[config.mk]
export PLATFORM = sky130hd
export DESIGN_NAME = uart_rx_core
export DESIGN_NICKNAME = d
export VERILOG_FILES = /design/src/rtl/uart_pkg.sv /design/src/rtl/uart_rx_core.sv
export SDC_FILE = /design/constraint.sdc
export NUM_CORES = 1
export LEC_CHECK = 0
export ABC_AREA = 1
export CAP_MARGIN = 10
export CORE_ASPECT_RATIO = 1.2
export CORE_MARGIN = 2
export CORE_UTILIZATION = 35
export DETAILED_ROUTE_END_ITERATION = 12
export HOLD_SLACK_MARGIN = 0.06
export SETUP_SLACK_MARGIN = 0.02
export SKIP_LAST_GASP = 1
export SLEW_MARGIN = 20
export SYNTH_ARGS = -nofsm -noshare
export SYNTH_HDL_FRONTEND = slang
export SYNTH_SLANG_ARGS = --single-unit
[constraint.sdc]
create_clock -name clk -period 2 [get_ports clk]
set_clock_uncertainty 0.2 [all_clocks]
set_input_delay 0.6 -clock clk [delete_from_list [all_inputs] [get_ports clk]]
set_output_delay 0.6 -clock clk [all_outputs]
set_load 0.03 [all_outputs]
[src/rtl/uart_pkg.sv]
// +--------------------------------------------------------------------------+
// | uart_pkg -- shared UART receiver types and constants.   Rev 1.0          |
// +--------------------------------------------------------------------------+
`default_nettype none

package uart_pkg;

  localparam int unsigned OVERSAMPLE         = 8;
  localparam int unsigned DEFAULT_PRESCALE_W = 16;

  typedef enum logic [2:0] {
    RX_IDLE  = 3'd0,
    RX_START = 3'd1,
    RX_DATA  = 3'd2,
    RX_STOP  = 3'd3,
    RX_BREAK = 3'd4
  } rx_state_e;

endpackage

`default_nettype wire

[src/rtl/uart_rx_core.sv]
// +--------------------------------------------------------------------------+
// | uart_rx_core -- 8x-oversampled UART receiver with AXI-Stream output.     |
// | Rev 1.0                                                                  |
// +--------------------------------------------------------------------------+
`default_nettype none

module uart_rx_core
  import uart_pkg::*;
#(
  parameter int DATA_WIDTH = 8,
  parameter int PRESCALE_W = DEFAULT_PRESCALE_W
) (
  input  logic                  clk,
  input  logic                  resetn,
  input  logic                  rxd,
  input  logic [PRESCALE_W-1:0] prescale,
  output logic [DATA_WIDTH-1:0] m_axis_tdata,
  output logic                  m_axis_tvalid,
  input  logic                  m_axis_tready,
  output logic                  busy,
  output logic                  overrun_error,
  output logic                  frame_error
);

  localparam int CNT_W = PRESCALE_W + 3;
  localparam int IDX_W = (DATA_WIDTH > 1) ? $clog2(DATA_WIDTH) : 1;
  localparam logic [IDX_W-1:0] LAST_IDX = IDX_W'(DATA_WIDTH - 1);

  rx_state_e             state_q;
  logic [PRESCALE_W-1:0] p_q;
  logic [CNT_W-1:0]      cnt_q;
  logic [IDX_W-1:0]      idx_q;
  logic [DATA_WIDTH-1:0] shift_q;

  logic [PRESCALE_W-1:0] p_eff_d;
  logic [CNT_W-1:0]      half_reload_d;
  logic [CNT_W-1:0]      bit_reload_d;
  logic                  cnt_done_d;

  // Half a bit period from the falling edge lands every later sample mid-bit.
  assign p_eff_d       = (prescale == '0) ? PRESCALE_W'(1) : prescale;
  assign half_reload_d = CNT_W'(p_eff_d) * CNT_W'(OVERSAMPLE / 2) - CNT_W'(1);
  assign bit_reload_d  = CNT_W'(p_q) * CNT_W'(OVERSAMPLE) - CNT_W'(1);
  assign cnt_done_d    = (cnt_q == '0);

  assign busy = (state_q != RX_IDLE);

  always_ff @(posedge clk or negedge resetn) begin
    if (!resetn) begin
      state_q       <= RX_IDLE;
      p_q           <= '0;
      cnt_q         <= '0;
      idx_q         <= '0;
      shift_q       <= '0;
      m_axis_tdata  <= '0;
      m_axis_tvalid <= 1'b0;
      overrun_error <= 1'b0;
      frame_error   <= 1'b0;
    end else begin
      overrun_error <= 1'b0;
      frame_error   <= 1'b0;
      if (m_axis_tvalid && m_axis_tready) begin
        m_axis_tvalid <= 1'b0;
      end

      case (state_q)
        RX_IDLE: begin
          if (!rxd) begin
            p_q     <= p_eff_d;
            cnt_q   <= half_reload_d;
            state_q <= RX_START;
          end
        end

        RX_START: begin
          if (cnt_done_d) begin
            if (!rxd) begin
              cnt_q   <= bit_reload_d;
              idx_q   <= '0;
              state_q <= RX_DATA;
            end else begin
              state_q <= RX_IDLE;
            end
          end else begin
            cnt_q <= cnt_q - CNT_W'(1);
          end
        end

        RX_DATA: begin
          if (cnt_done_d) begin
            shift_q <= {rxd, shift_q[DATA_WIDTH-1:1]};
            cnt_q   <= bit_reload_d;
            if (idx_q == LAST_IDX) begin
              state_q <= RX_STOP;
            end else begin
              idx_q <= idx_q + IDX_W'(1);
            end
          end else begin
            cnt_q <= cnt_q - CNT_W'(1);
          end
        end

        RX_STOP: begin
          if (cnt_done_d) begin
            if (rxd) begin
              // A same-cycle handshake frees the slot, so that is not an overrun.
              m_axis_tdata  <= shift_q;
              m_axis_tvalid <= 1'b1;
              overrun_error <= m_axis_tvalid && !m_axis_tready;
              state_q       <= RX_IDLE;
            end else begin
              frame_error <= 1'b1;
              state_q     <= RX_BREAK;
            end
          end else begin
            cnt_q <= cnt_q - CNT_W'(1);
          end
        end

        RX_BREAK: begin
          if (rxd) begin
            state_q <= RX_IDLE;
          end
        end

        default: begin
          state_q <= RX_IDLE;
        end
      endcase
    end
  end

endmodule

`default_nettype wire

==> metrics.cfg, run 1 <==
[synthesis]
synthFlopType = dfrtp_1
synth-seq-area-share_pct = 35.3
ys_warn_count = 0
synth_top_area_cell = dfrtp_1
synth-seq-cells = 60
syn_inst = 612
async_flop_share_pct = 100
yosysTopAreaCellShare_pct = 35.3
ys_types = 44
synth.avg_cell_area_um2 = 6.96
synthesis.area_um2 = 4260
netlist_top_cells_area = dfrtp_1, nand2_1, nand3_1, nor2_1, inv_1
synth-edff-count = 0
synth_nets = 637

[sta]
hold_viol_final = 0
worst_pin_slew_ns = 0.356
fmax_ghz = 0.503
post-route-min-period_ns = 1.99
fin_tns_setup_ns = 0
relSlewSlack_pct = 76.1
rsz0062_at_grt = yes
finalSetupViolations = 0
slew_violations = 0
fin_crit_sh_pct = 99.4

[floorplan]
die_area_um2 = 13100
initial_core_util_pct = 35.5
chipWidth_um = 105
coreArea_um2 = 12000
rows = 44
die_h_um = 125
ios = 32

[finish]
regArea_um2 = 1500
post-route-util_pct = 50.3
nNetsFinal = 773
layout_commonest_cell = nand2_1
nFillCells = 1201
diodes = 0
drive_gt1_share_pct = 32.5
mostFrequentLayoutCells = nand2_1, buf_4, dfrtp_1
syn2layout_area_growth_pct = 41.7
multi_input_area_um2 = 2650

[power]
p_int_mw = 4.24
pwr-share-clk_pct = 20.4
power_switching_mw = 3.40
leakage_nw = 3.01
p_seq_share_pct = 25.3
pwr-share-comb_pct = 54.3
peakVddDrop_mv = 0.710
p_per_area_nw_per_um2 = 1270
p_sw_share_pct = 44.5

[route]
wirelength_um = 12900
drt-vias-per-instance = 4.85
drt_iter0_drc = 166
remaining_drc_errors = 0
ant_nets = 0
wl_per_cell_um = 14.2
first_pass_iters = 5
vias = 4431

[grt]
grt_usage_pct = 20.5
grt_pass1_vias = 4425
grt_max_degree = 61
grt_pass1_wl_um = 21300
antenna_found_initial = 0
gr-total-overflow = 0

[critical_path]
worst-r2r-cell-count = 12
endpoint_kind = flop
r2r_slack_ns = 0.02
path_max_fanout = 5
r2r-end = cnt_q[7]
cp-start-kind = input pin
critPathArrivalTime_ns = 2.01
r2r_start = cnt_q[0]
crit_required_ns = 2.03
critical_path_class = input pin to flop
startpoint = prescale[4]

[worst_hold_path]
worstHoldPathType = input pin to async pin

[clock_network]
cts_buffers = 9
clock-sinks = 60
clock_latency_ns = 0.34
root_buffer = clkbuf_16
cts_tree = yes
cts.clk_slew.worst_paths_ns = 0.06
clockBufferDepth = 2
htree_levels = 3
hold_buffers = 0

[place]
dp_hpwl_um = 9650
portBuffers = 31
place.gp.congestion = 0.922

[run]
drv_cap = 0

[run_status]
status = finished clean

==> critical path: stages <==
cell,delay [ns]
buf_2,0.14
nor2_4,0.04
nand2_2,0.10
nor2_4,0.06
nand2_2,0.08
nand2_4,0.05
inv_2,0.06
ha_4,0.13
nand2_4,0.06
nor2_4,0.14
inv_2,0.07
nor2_4,0.10
nand3_1,0.09
nand3_1,0.09
nand3_1,0.08
nand2_1,0.07
nand2_1,0.05
==> cells in the mapped netlist, types with 6 or more instances <==
cell        n
buf_6       7
o21ai_1    10
dfrtp_1    60
nor2_4      6
o211ai_1    6
xor2_1     15
inv_1      63
nand2_1   203
o21ai_0    35
nor2_1     71
a21oi_1     8
nand3_1    60
==> layer usage <==
metal	vias up	track usage, %	wire, um
met5	-	0	0
met4	0	6.98	243
met3	21	2.77	466
met2	111	35.7	6520
met1	2082	26.0	5710
li1	2217	-	-
==> metrics by stage <==
step	std cells	hold WS, ns	power (mW)	instance area, um2	worst slack [ns]
2_1_floorplan	612	0.104	4.42	4360	-0.144
3_3_place_gp	882	0.270	5.71	5450	-0.730
3_5_place_dp	882	0.277	5.78	5450	-0.766
4_1_cts	911	0.0832	7.46	5830	-0.000231
5_1_grt	914	0.104	8.23	6030	-0.108
6_report	914	0.0658	7.64	6030	0.0126
==> kinds of logic after synthesis <==
logic type / Yosys count / synth area share, %
xor+xnor: 19 / 3.91
compound gates: 69 / 9.67
mux: 1 / 0.353
simple gates: 375 / 40.0
fa+ha+maj: 5 / 1.47
flops: 60 / 35.3
buf+inv: 83 / 9.34
==> cell type report <==
cell class	instances	area share (%)
flip-flops and latches	60	24.9
repair buffers	139	18.6
well taps	161	3.34
clock inverters	5	0.871
inverters	69	4.46
multi-input cells	469	43.9
clock buffers	11	3.86
==> timing repair <==
item                                    CTS  global route
buffers inserted                         13             2
resized for setup                       109            47
endpoints found under the setup margin   33            44
cloned                                    0             1
pin swaps                                33            26
hold endpoints to repair                  0             0
==> state kept, by name (all words and copies together) (netlist names) <==
| name | cells |
|---|---|
| m_axis_tvalid | 1 |
| cnt_q | 19 |
| overrun_error | 1 |
| shift_q | 8 |
| state_q | 3 |
| idx_q | 3 |
| frame_error | 1 |
| m_axis_tdata | 8 |
| p_q | 16 |
==> worst max path at each step <==
| stage | end |
|---|---|
| detailed placement | cnt_q[16] |
| global placement | cnt_q[16] |
| global route | cnt_q[4] |
| finish | cnt_q[16] |
| CTS | cnt_q[16] |
| floorplan | cnt_q[16] |
==> power by group through the flow <==
stage	Sequential (mW)	Combinational, mW	Clock [mW]
2_1_floorplan	1.91	2.51	0
3_3_place_gp	1.91	3.80	0
3_5_place_dp	1.92	3.86	0
4_1_cts	1.92	3.98	1.57
5_1_grt	1.98	4.62	1.63
6_report	1.93	4.15	1.56
Power figures use the tool's default switching activity.
==> run 2, diff against run 1 <==
- clock period: 2 -> 2.4 ns (I/O delays scaled with it)
==> run 2 against run 1 <==
Effect of this change:
- global-route usage decreased by 1.1 points
- critical path depth decreased by 16
- register-to-register slack improved by 0.14 ns
- first-iteration DRC count increased by 40%
- sequential cell count unchanged
- non-clock buffer count decreased by 46
- via count decreased by 4.1%
- cell count decreased by 5.0%
==> metrics.cfg, run 2 (same netlist as run 1, synthesis figures left out) <==
[route]
first_pass_iters = 4
wl_per_cell_um = 13.7
drt_iter0_drc = 232
remaining_drc_errors = 0
drt-vias-per-instance = 4.89
vias = 4248
wirelength_um = 11900
ant_nets = 0

[sta]
worst_pin_slew_ns = 0.506
finalSetupViolations = 0
hold_viol_final = 0
whs_ns = 0.286
fin_crit_sh_pct = 94.6
fmax_ghz = 0.441
relSlewSlack_pct = 66.1
post-route-min-period_ns = 2.27
rsz0062_at_grt = yes
slew_violations = 0

[power]
leakage_nw = 2.70
peakVddDrop_mv = 0.414
finalPower_mw = 5.79
p_per_area_nw_per_um2 = 1050

[critical_path]
endpoint_kind = output port
path_max_fanout = 2
max_stage_delay_ns = 0.67
crit_buf_inv = 1
path_cells = clkdlybuf4s50_1
crit_required_ns = 1.48
cpMaxStageDelayCell = clkdlybuf4s50_1
cp-start-kind = flop
critical_path_class = flop to output port
critPathArrivalTime_ns = 1.35
critPathTopFamily = buffers and inverters

[clock_network]
cts.clk_slew.worst_paths_ns = 0.05
clock-sinks = 60
cts_buffers = 9
clockBufferDepth = 2
cts_tree = yes
clock_latency_ns = 0.35
root_buffer = clkbuf_16
htree_levels = 3

[run]
drv_cap = 0

[finish]
nNetsFinal = 727
syn2layout_area_growth_pct = 29.7
layout_commonest_cell = nand2_1
post-route-util_pct = 46.0
finalNonFillerCells = 868
top_register = cnt_q
drive_gt1_share_pct = 19.2
top_regs = cnt_q: 19 flops, p_q: 16 flops
diodes = 0
largest_reg_flops = 19
nFillCells = 1249
mostFrequentLayoutCells = nand2_1, nor2_1, inv_1, dfrtp_1, nand3_1

[worst_hold_path]
worstHoldPathType = flop to flop

[floorplan]
rows = 44
ios = 32
coreArea_um2 = 12000
initial_core_util_pct = 35.5
die_h_um = 125
chipWidth_um = 105
die_area_um2 = 13100

[grt]
antenna_found_initial = 0
grt_pass1_vias = 4164
gr-total-overflow = 0
grt_pass1_wl_um = 19900
grt_usage_pct = 19.3
grt_max_degree = 40

[run_status]
status = finished clean

[place]
dp_hpwl_um = 9040
place.gp.congestion = 0.944
portBuffers = 31
dp.cells = 843

-- run 2: cell count changes in the layout (fill, tap and decap cells not counted), sizes merged, moves of 2 or more --
cell	previous run	this run
buf	125	62
clkdlybuf4s50	2	13
clkdlybuf4s15	0	2
dlygate4sd2	11	13
-- run 2: worst paths after layout --
path                            startpoint         endpoint  slack [ns]  depth (start not counted)
min in group asynchronous           resetn       shift_q[0]        0.56                          2
max                        m_axis_tdata[4]  m_axis_tdata[4]        0.13                          1
min                        m_axis_tdata[5]  m_axis_tdata[5]        0.29                          2
max in group asynchronous           resetn        cnt_q[15]        0.98                          3
min reg2reg                m_axis_tdata[5]  m_axis_tdata[5]        0.29                          2
max reg2reg                       cnt_q[0]         cnt_q[9]        0.16                         14
-- run 2: per-layer routing --
layer | up-vias | track usage, % | routed length, um
met1 | 1999 | 23.8 | 5220
li1 | 2121 | - | -
met5 | - | 0 | 0
met2 | 96 | 31.8 | 5600
met4 | 0 | 11.5 | 578
met3 | 32 | 3.04 | 481
-- run 2: timing repair --
action	4_1_cts	5_1_grt
endpoints found under the hold margin	5	0
hold buffers	1	0
pin swaps	9	9
setup endpoints to repair	14	8
gates resized for setup	25	9
setup buffers	2	6
-- run 2: metrics by stage --
stage	setup WS, ns	instance area, um2	setup TNS (ns)
2_1_floorplan	0.0200	4300	0
3_3_place_gp	-0.481	5100	-5.55
3_5_place_dp	-0.521	5100	-6.32
4_1_cts	0.0453	5450	0
5_1_grt	-0.0162	5520	-0.0162
6_report	0.130	5520	0
-- run 2: layout make-up --
type,count,area (um2),share of cell area (%)
Inverter,69,262,4.74
Multi-Input combinational cell,469,2430,44.0
Timing Repair Buffer,93,810,14.7
Sequential cell,60,1500,27.2
Tap cell,161,201,3.65
Clock buffer,11,243,4.40
Clock inverter,5,75.1,1.36
-- run 2: power breakdown --
| part | internal [mW] | switching, mW |
|---|---|---|
| combinational | 0.975 | 1.74 |
| clock | 0.931 | 0.485 |
| sequential | 1.32 | 0.342 |
